### config.mk
export PLATFORM = sky130hd
export DESIGN_NAME = pipe_reg
export DESIGN_NICKNAME = d
export VERILOG_FILES = /design/src/rtl/pipe_reg.sv
export SDC_FILE = /design/constraint.sdc
export NUM_CORES = 1
export LEC_CHECK = 0
export ABC_AREA = 1
export CELL_PAD_IN_SITES_DETAIL_PLACEMENT = 0
export CELL_PAD_IN_SITES_GLOBAL_PLACEMENT = 2
export CORE_ASPECT_RATIO = 0.9
export CORE_MARGIN = 1.5
export CORE_UTILIZATION = 34
export CTS_BUF_LIST = sky130_fd_sc_hd__clkbuf_4 sky130_fd_sc_hd__clkbuf_8 sky130_fd_sc_hd__clkbuf_16
export CTS_CLUSTER_SIZE = 40
export DETAILED_ROUTE_END_ITERATION = 7
export PLACE_DENSITY = 0.78
export SYNTH_ARGS = -nofsm -noshare
export SYNTH_HDL_FRONTEND = slang
export SYNTH_SLANG_ARGS = --single-unit
### constraint.sdc
create_clock -name clk -period 3.7 [get_ports clk]
set_clock_uncertainty 0.1 [all_clocks]
set_input_delay 0.74 -clock clk [delete_from_list [all_inputs] [get_ports clk]]
set_output_delay 0.74 -clock clk [all_outputs]
set_load 0.1 [all_outputs]
### src/rtl/pipe_reg.sv
// Elastic DEPTH-stage valid/ready register pipeline with bubble collapsing; optional count port under PIPE_REG_COUNT_EN.
// Latency DEPTH cycles; full throughput; in_ready falls only when every stage is held by downstream backpressure, or during flush/reset.
module pipe_reg #(
    parameter int WIDTH = 64,
    parameter int DEPTH = 2
) (
    input  logic             clk,
    input  logic             reset,
    input  logic             in_valid,
    output logic             in_ready,
    input  logic [WIDTH-1:0] d,
    output logic             out_valid,
    input  logic             out_ready,
    output logic [WIDTH-1:0] q,
    input  logic             flush
`ifdef PIPE_REG_COUNT_EN
    ,
    output logic [$clog2(DEPTH+1)-1:0] count
`endif
);

    logic [DEPTH-1:0] vld;
    logic [DEPTH-1:0] adv;
    logic [DEPTH-1:0] load;
    logic [DEPTH-1:0] vld_nxt;
    logic [WIDTH-1:0] dat [DEPTH];
    logic             in_fire;

    // A stage may advance if any stage downstream of it is empty or the consumer is taking q.
    always_comb begin
        logic a;
        a = out_ready;
        adv = '0;
        adv[DEPTH-1] = a;
        for (int i = DEPTH - 2; i >= 0; i--) begin
            a = a | !vld[i+1];
            adv[i] = a;
        end
    end

    assign in_ready = (!vld[0] | adv[0]) & !flush & !reset;
    assign in_fire  = in_valid & in_ready;

    always_comb begin
        load = '0;
        load[0] = in_fire;
        for (int i = 1; i < DEPTH; i++) begin
            load[i] = vld[i-1] & adv[i-1];
        end
        vld_nxt = '0;
        for (int i = 0; i < DEPTH; i++) begin
            vld_nxt[i] = load[i] | (vld[i] & !adv[i]);
        end
    end

    always_ff @(posedge clk) begin
        if (reset) begin
            vld <= '0;
            for (int i = 0; i < DEPTH; i++) begin
                dat[i] <= '0;
            end
        end else if (flush) begin
            vld <= '0;
        end else begin
            vld <= vld_nxt;
            if (load[0]) begin
                dat[0] <= d;
            end
            for (int i = 1; i < DEPTH; i++) begin
                if (load[i]) begin
                    dat[i] <= dat[i-1];
                end
            end
        end
    end

    assign q         = dat[DEPTH-1];
    assign out_valid = vld[DEPTH-1];

`ifdef PIPE_REG_COUNT_EN
    localparam int CW = $clog2(DEPTH + 1);
    logic [CW-1:0] cnt_nxt;

    always_comb begin
        cnt_nxt = '0;
        for (int i = 0; i < DEPTH; i++) begin
            cnt_nxt = cnt_nxt + CW'(vld_nxt[i]);
        end
    end

    always_ff @(posedge clk) begin
        if (reset || flush) begin
            count <= '0;
        end else begin
            count <= cnt_nxt;
        end
    end
`endif

endmodule

Yosys cells after proc, flatten, opt, wreduce, memory -nomap -nowiden
Memory sizes are Yosys's and may differ from the RTL's.
Index checks and enable logic that the tools add are counted.
{"block": "totals", "ramBits": 128, "input_bits": 69, "latch_bits": 0, "out_inout_bits": 66, "rom_bits": 0, "wordCells": 33, "register_bits": 2, "n_memories": 1}
{"block": "classes", "add_sub_neg": 0, "multipliers": 0, "mux": 12, "eq_ne": 0, "reduce_logical": 7, "n_bitwise": 12, "div": 0, "n_shift": 0, "magnitude_cmp": 0}
{"memory": "dat", "words": 2, "word_bits": 64, "read_ports": 2, "rd_ports_with_merged_regs": 0, "wr": 2, "line_no": "26", "text": "logic [WIDTH-1:0] dat [DEPTH];"}
{"operator": "2-to-1 mux 64 bit", "n": 2}
{"operator": "2-to-1 mux 1 bit", "n": 10}
{"operator": "AND 1 bit", "n": 6}
{"operator": "zero test 1 bit", "n": 6}
{"operator": "OR 1 bit", "n": 6}
{"operator": "OR reduction 2 bit", "n": 1}

Depth between registers and ports, before layout
Gate-level depths: netlist of run 1.
{"block": "depth", "depth_word": 11, "mapped_depth": 6, "mapped_depth_nobuf": 4}

Worst setup path before layout of run 1
Ideal clock, no wire load.
{"block": "synth_timing", "path_kind": "register -> register", "from": "register vld[1]", "to": "memory dat[0][0], enable pin", "t_arrival_ns": 2.782, "t_required_ns": 2.910, "setup_time_ns": 0.690, "path_stages_with_launch": 6, "path_slack_ns": 0.128, "path_buffers": 2, "period_less_slack_ns": 3.572, "path_cell_list": "dfxtp_1 > nand3_1 > nand3_2 > buf_6 > buf_4 > nand2_1"}
{"item": "start, declared", "line_no": "22", "text": "logic [DEPTH-1:0] vld;"}
{"item": "start signal, assigned", "line_no": "65", "text": "vld <= vld_nxt;"}
{"item": "end, declared", "line_no": "26"}

==> results of run 1 <==
==> placed cells by master, fill, tap and decap left out, drive strengths merged, types with 2 or more instances in the layout <==
master and count:
dfxtp 2, inv 133, nand2 4, clkbuf 20, a21oi 130, clkinvlp 5
buf 4, nand3 3, edfxtp 128, clkdlybuf4s50 133, clkinv 4
==> metrics by stage <==
step,power [uW],area [sq um],hold slack [ns],utilization [%],cells
3_5_place_dp,2280,7190,0.406,40.4,778
5_1_grt,3900,7720,0.437,43.4,808
4_1_cts,3810,7720,0.415,43.4,808
6_report,3770,7720,0.418,43.4,808
2_1_floorplan,2160,6220,0.352,-,493
3_3_place_gp,2280,7190,0.388,40.4,778
==> where the power goes <==
group	switching, uW	internal (uW)
combinational	372	150
sequential	21.3	1700
clock	590	932
total	983	2790
==> cell families after synthesis <==
kind of cell / after synthesis
and+or+nand+nor: 8
buffers and inverters: 225
AOI/OAI and AO/OA: 130
DFF: 130
==> cell type report <==
class | count | share of cell area, %
Sequential cell | 130 | 50.3
Timing Repair Buffer | 137 | 18.1
Multi-Input combinational cell | 138 | 14.3
Inverter | 133 | 6.46
Clock buffer | 20 | 5.80
Tap cell | 240 | 3.89
Clock inverter | 10 | 1.17
==> sequential cells by signal, indices dropped and copies added (netlist names) <==
name,count
dat,128
vld,2
==> worst paths after layout <==
| check | start | to | depth (start not counted) |
|---|---|---|---|
| worst max-delay path | dat[0][65]$_SDFFCE_PN0P_ | q[1] | 1 |
| worst max register to register | vld[0]$_SDFF_PP0_ | dat[0][117]$_SDFFCE_PN0P_ | 4 |
| worst min register to register | vld[0]$_SDFF_PP0_ | vld[1]$_SDFF_PP0_ | 2 |
| worst min-delay path | vld[0]$_SDFF_PP0_ | vld[1]$_SDFF_PP0_ | 2 |
==> metal layers <==
metal / routed length, um / up-vias / part of all wire (%) / global-route usage, %
li1: - / 1665 / - / -
met1: 4530 / 1563 / 43 / 13.6
met2: 5310 / 74 / 51 / 19.7
met3: 456 / 14 / 4.3 / 3.23
met4: 197 / 0 / 1.9 / 5.44
met5: 0 / - / 0 / 0
==> reports/results.ini, run 1 <==
[outcome]
status=complete, no violations

[yosys]
synth_top_family_by_area=buffers and inverters
synthSimpleGateAreaFrac_pct=0.825
synth_fa_ha_area_share_pct=0
synth_edf_count=128
yosysMostFrequentCell=inv_1
ys_async_sr_fraction_pct=0
syn-num-nets=562
synth_ff_type=edfxtp_1
ys_seq_area_share_pct=62.5
syn-cell-area_sq_mm=0.00622
yosysTopAreaCell=edfxtp_1
synth_top_area_share_pct=61.8
syn_avg_cell_area_sq_um=12.6
synth-xor-area-share_pct=0
muxShareOfSynthArea_pct=0
ys_warn_count=0
ys_ff_latch=130
yosys-top-cells-area=edfxtp_1 62%, a21oi_2 14%, inv_1 8.0%
synth_compound_area_share_pct=16.4
synthDistinctLibCells=13
post_synth_most_frequent_cells=133 x inv_1, 128 x edfxtp_1, 99 x a21oi_2
synth_cells=493

[cts]
cts.path.max_buffers=2
ctsHoldBuffers=0
tritoncts=done
cts_made_buffers=17
ctsResizeCount=0
insertion_delay_ns=0.41
cts_max_level=4
clk_pin_slew_ns=0.06
post_cts_buffers=0
cts-root-buf=clkbuf_16
clock_sinks=130

[pwr]
ir_drop_mv=0.266
p_leak_uw=0.00294
powerDensity_mw_per_mm2=488

[layout]
fill_cells=1598
multi_input_area_sq_mm=0.00110
n_antenna_cell=0
layout-drive-gt1-share_pct=24.1
final-seq-area_sq_mm=0.00388
nNetsFinal=626
syn_to_final_growth_pct=24.3

[critical_path]
cpPeakStageDelay_ns=1.14
startpoint_type=register
rrSetupSlack_ns=1.70
cp.required_ns=2.86
path_max_fanout=1
setup.worst_path.class=register to output pin
cp-end-kind=output pin
path_cells=clkdlybuf4s50_1
crit_slowest_cell=clkdlybuf4s50_1
crit_arrival_ns=1.91
crit_family=buffers and inverters
critical_path_buf_inv_count=1

[timing]
fin_crit_sh_pct=74.4
setup_viol=0
slew_headroom_pct=31.7
drv_slew=0
rsz0062_at_grt=false
post-route-min-period_ns=2.75
setup_tns_ns=0
timing.fmax_ghz=0.363
hold_viol=0
fin_ws_ns=0.946
tightest_slew_ns=1.02

[routing]
wl_per_cell_um=13.0
ant_nets=0
drtIter0Drc=243
drc=0
viasPerCell=4.10
drt_first_pass_iters=4
vias=3316
wl_mm=10.5

[floorplan]
die_height_um=131
start_util_pct=35.0
core_sq_mm=0.0178
die-area_sq_mm=0.0191
die_x_um=146
rows=46
ios=135

[placed_design]
dp_hpwl_mm=6.57
gp_congestion=0.732
numPortBuffers=134
preCtsSetupSlack_ns=0.957

[grt]
grt_pass1_vias=3426
track_usage_pct=11.6
grt_antenna_before_repair=0
grt_max_degree=130
grt_pass1_wl_mm=17.4
grt_overflow=0

[job]
maxCapViolCount=0

[worst_hold_path]
worstHoldPathType=register to register

No activity file was read; power rests on OpenSTA's default activity.
==> run 2, diff against run 1 <==
==> constraint.sdc (replaced) <==
create_clock -name clk -period 2.8 [get_ports clk]
set_clock_uncertainty 0.1 [all_clocks]
set_input_delay 0.56 -clock clk [delete_from_list [all_inputs] [get_ports clk]]
set_output_delay 0.56 -clock clk [all_outputs]
set_load 0.1 [all_outputs]
==> reports/results.ini, run 2 (synthesis results as in run 1) <==
[placed_design]
gp_congestion=0.747  ; +2.1%
dp_hpwl_mm=6.73  ; +2.5%
numPortBuffers=134  ; unchanged
dp.cells=781  ; +0.39%

[critical_path]
startpoint_type=input pin
cp-end-kind=output pin
cp.required_ns=2.14  ; -0.72 ns
rrSetupSlack_ns=1.13  ; -0.57 ns
path_max_fanout=4  ; +3
path_cells=clkdlybuf4s50_1, nor2_4, nand2_1, inv_1, buf_12
cpPeakStageDelay_ns=0.47  ; -0.67 ns
crit_arrival_ns=1.62  ; -0.29 ns
worstRegToRegCells=4  ; unchanged
crit_slowest_cell=clkdlybuf4s50_1
worstReg2RegStart=vld[0]$_SDFF_PP0_
setup.worst_path.class=input pin to output pin
reg2reg_to=dat[0][3]$_SDFFCE_PN0P_

[worst_hold_path]
min_from=vld[0]$_SDFF_PP0_
hold-path-cell-count=2  ; unchanged
whs_endpoint=vld[1]$_SDFF_PP0_
worstHoldPathType=register to register

[cts]
clk_pin_slew_ns=0.05  ; about the same
cts-root-buf=clkbuf_16
clock_sinks=130  ; unchanged
post_cts_buffers=0  ; unchanged
insertion_delay_ns=0.40  ; about the same
ctsResizeCount=0  ; unchanged
ctsHoldBuffers=0  ; unchanged
cts_max_level=4  ; unchanged
tritoncts=done
cts_made_buffers=17  ; unchanged
cts.path.max_buffers=2  ; unchanged

[floorplan]
rows=46  ; unchanged
die_x_um=146  ; unchanged
start_util_pct=35.0  ; unchanged
core_sq_mm=0.0178  ; unchanged
ios=135  ; unchanged
die-area_sq_mm=0.0191  ; unchanged
die_height_um=131  ; unchanged

[routing]
vias=3312  ; -0.12%
drc=0  ; unchanged
viasPerCell=4.07  ; -0.73%
drtIter0Drc=199  ; -18%
ant_nets=0  ; unchanged
wl_mm=10.4  ; -1.3%
wl_per_cell_um=12.8  ; -1.9%
drt_first_pass_iters=4  ; unchanged

[timing]
setup_tns_ns=0  ; unchanged
rsz0062_at_grt=false
setup_viol=0  ; unchanged
hold_viol=0  ; unchanged
timing.fmax_ghz=0.439
post-route-min-period_ns=2.28
tightest_slew_ns=0.431  ; -0.590 ns
fin_crit_sh_pct=81.4
drv_slew=0  ; unchanged
slew_headroom_pct=71.3  ; +40 points

[layout]
final_common_cell=inv_1
n_antenna_cell=0  ; unchanged
nNetsFinal=629  ; +0.48%
layout-drive-gt1-share_pct=35.6  ; +11 points
largest_reg_flops=128  ; unchanged
reg_top3=dat: 128 flops, vld: 2 flops
top_register=dat
syn_to_final_growth_pct=23.2
final_cell_mix=133 x inv_1, 128 x edfxtp_1, 99 x a21oi_2
fin_cells=813  ; +0.62%

[pwr]
p_leak_uw=0.00307  ; +4.5%
powerDensity_mw_per_mm2=657  ; +35%
ir_drop_mv=0.327  ; +23%

[grt]
use_met3_pct=3.16  ; -0.069 points
grt_max_degree=70  ; -46%
grt_pass1_vias=3340  ; -2.5%
grt_pass1_wl_mm=17.1  ; -1.8%
track_usage_pct=11.4  ; -0.19 points
grt_overflow=0  ; unchanged
grt_antenna_before_repair=0  ; unchanged
grt_busiest_layer=met2
use_met1_pct=13.7  ; +0.13 points
met2_usage_pct=18.7  ; -0.93 points

[job]
maxCapViolCount=0  ; unchanged

[outcome]
status=complete, no violations

-- run 2: changes by cell type in the layout (fill, tap and decap cells not counted), sizes merged --
cell	change
clkdlybuf4s50	-65
clkinvlp	-1
buf	+68
clkbuf	-1
bufinv	+1
clkinv	+3
-- run 2: per-layer routing --
metal	share of wire (%)	up-vias
li1	-	1670
met3	3.9	19
met4	2.3	0
met2	50	70
met1	43	1553
met5	0	-
-- run 2: per-stage QoR --
stage                     util (%)  cell area [sq um]  total power, uW  setup slack [ns]  hold slack [ns]
final                         43.0               7660             5030             0.520            0.409
after global routing          43.0               7660             5200             0.490            0.425
after CTS                     43.0               7660             5090             0.513            0.405
after detailed placement      39.9               7100             3010             0.496            0.396
after global placement        39.9               7100             3000             0.556            0.380
after floorplan                  -               6220             2860             0.240            0.345
-- run 2: report_power, final --
group / leakage (uW) / internal, uW / switching, uW
sequential: 0.00135 / 2250 / 29.5
combinational: 0.00146 / 191 / 491
clock: 0.000263 / 1310 / 757
-- run 2: area by class of cell --
cell class | count | area (sq um)
multi-input combinational | 138 | 1100
sequential | 130 | 3880
tap | 240 | 300
fill | 1654 | 10100
timing repair buffer | 140 | 1310
clock buffer | 19 | 440
clock inverter | 13 | 119
inverter | 133 | 499
-- run 2: worst max path at each step --
stage          depth (start not counted)                        to         startpoint
5_1_grt                                5                  in_ready              reset
4_1_cts                                5                  in_ready              reset
6_report                               5                  in_ready              reset
3_5_place_dp                           5  dat[0][80]$_SDFFCE_PN0P_              reset
3_3_place_gp                           5   dat[0][7]$_SDFFCE_PN0P_              reset
2_1_floorplan                          5   dat[0][0]$_SDFFCE_PN0P_  vld[1]$_SDFF_PP0_
-- run 2: worst max-delay path, delay by kind of cell --
| family | cells | cell delay, ns |
|---|---|---|
| simple gates | 2 | 0.31 |
| buf+inv | 3 | 0.75 |
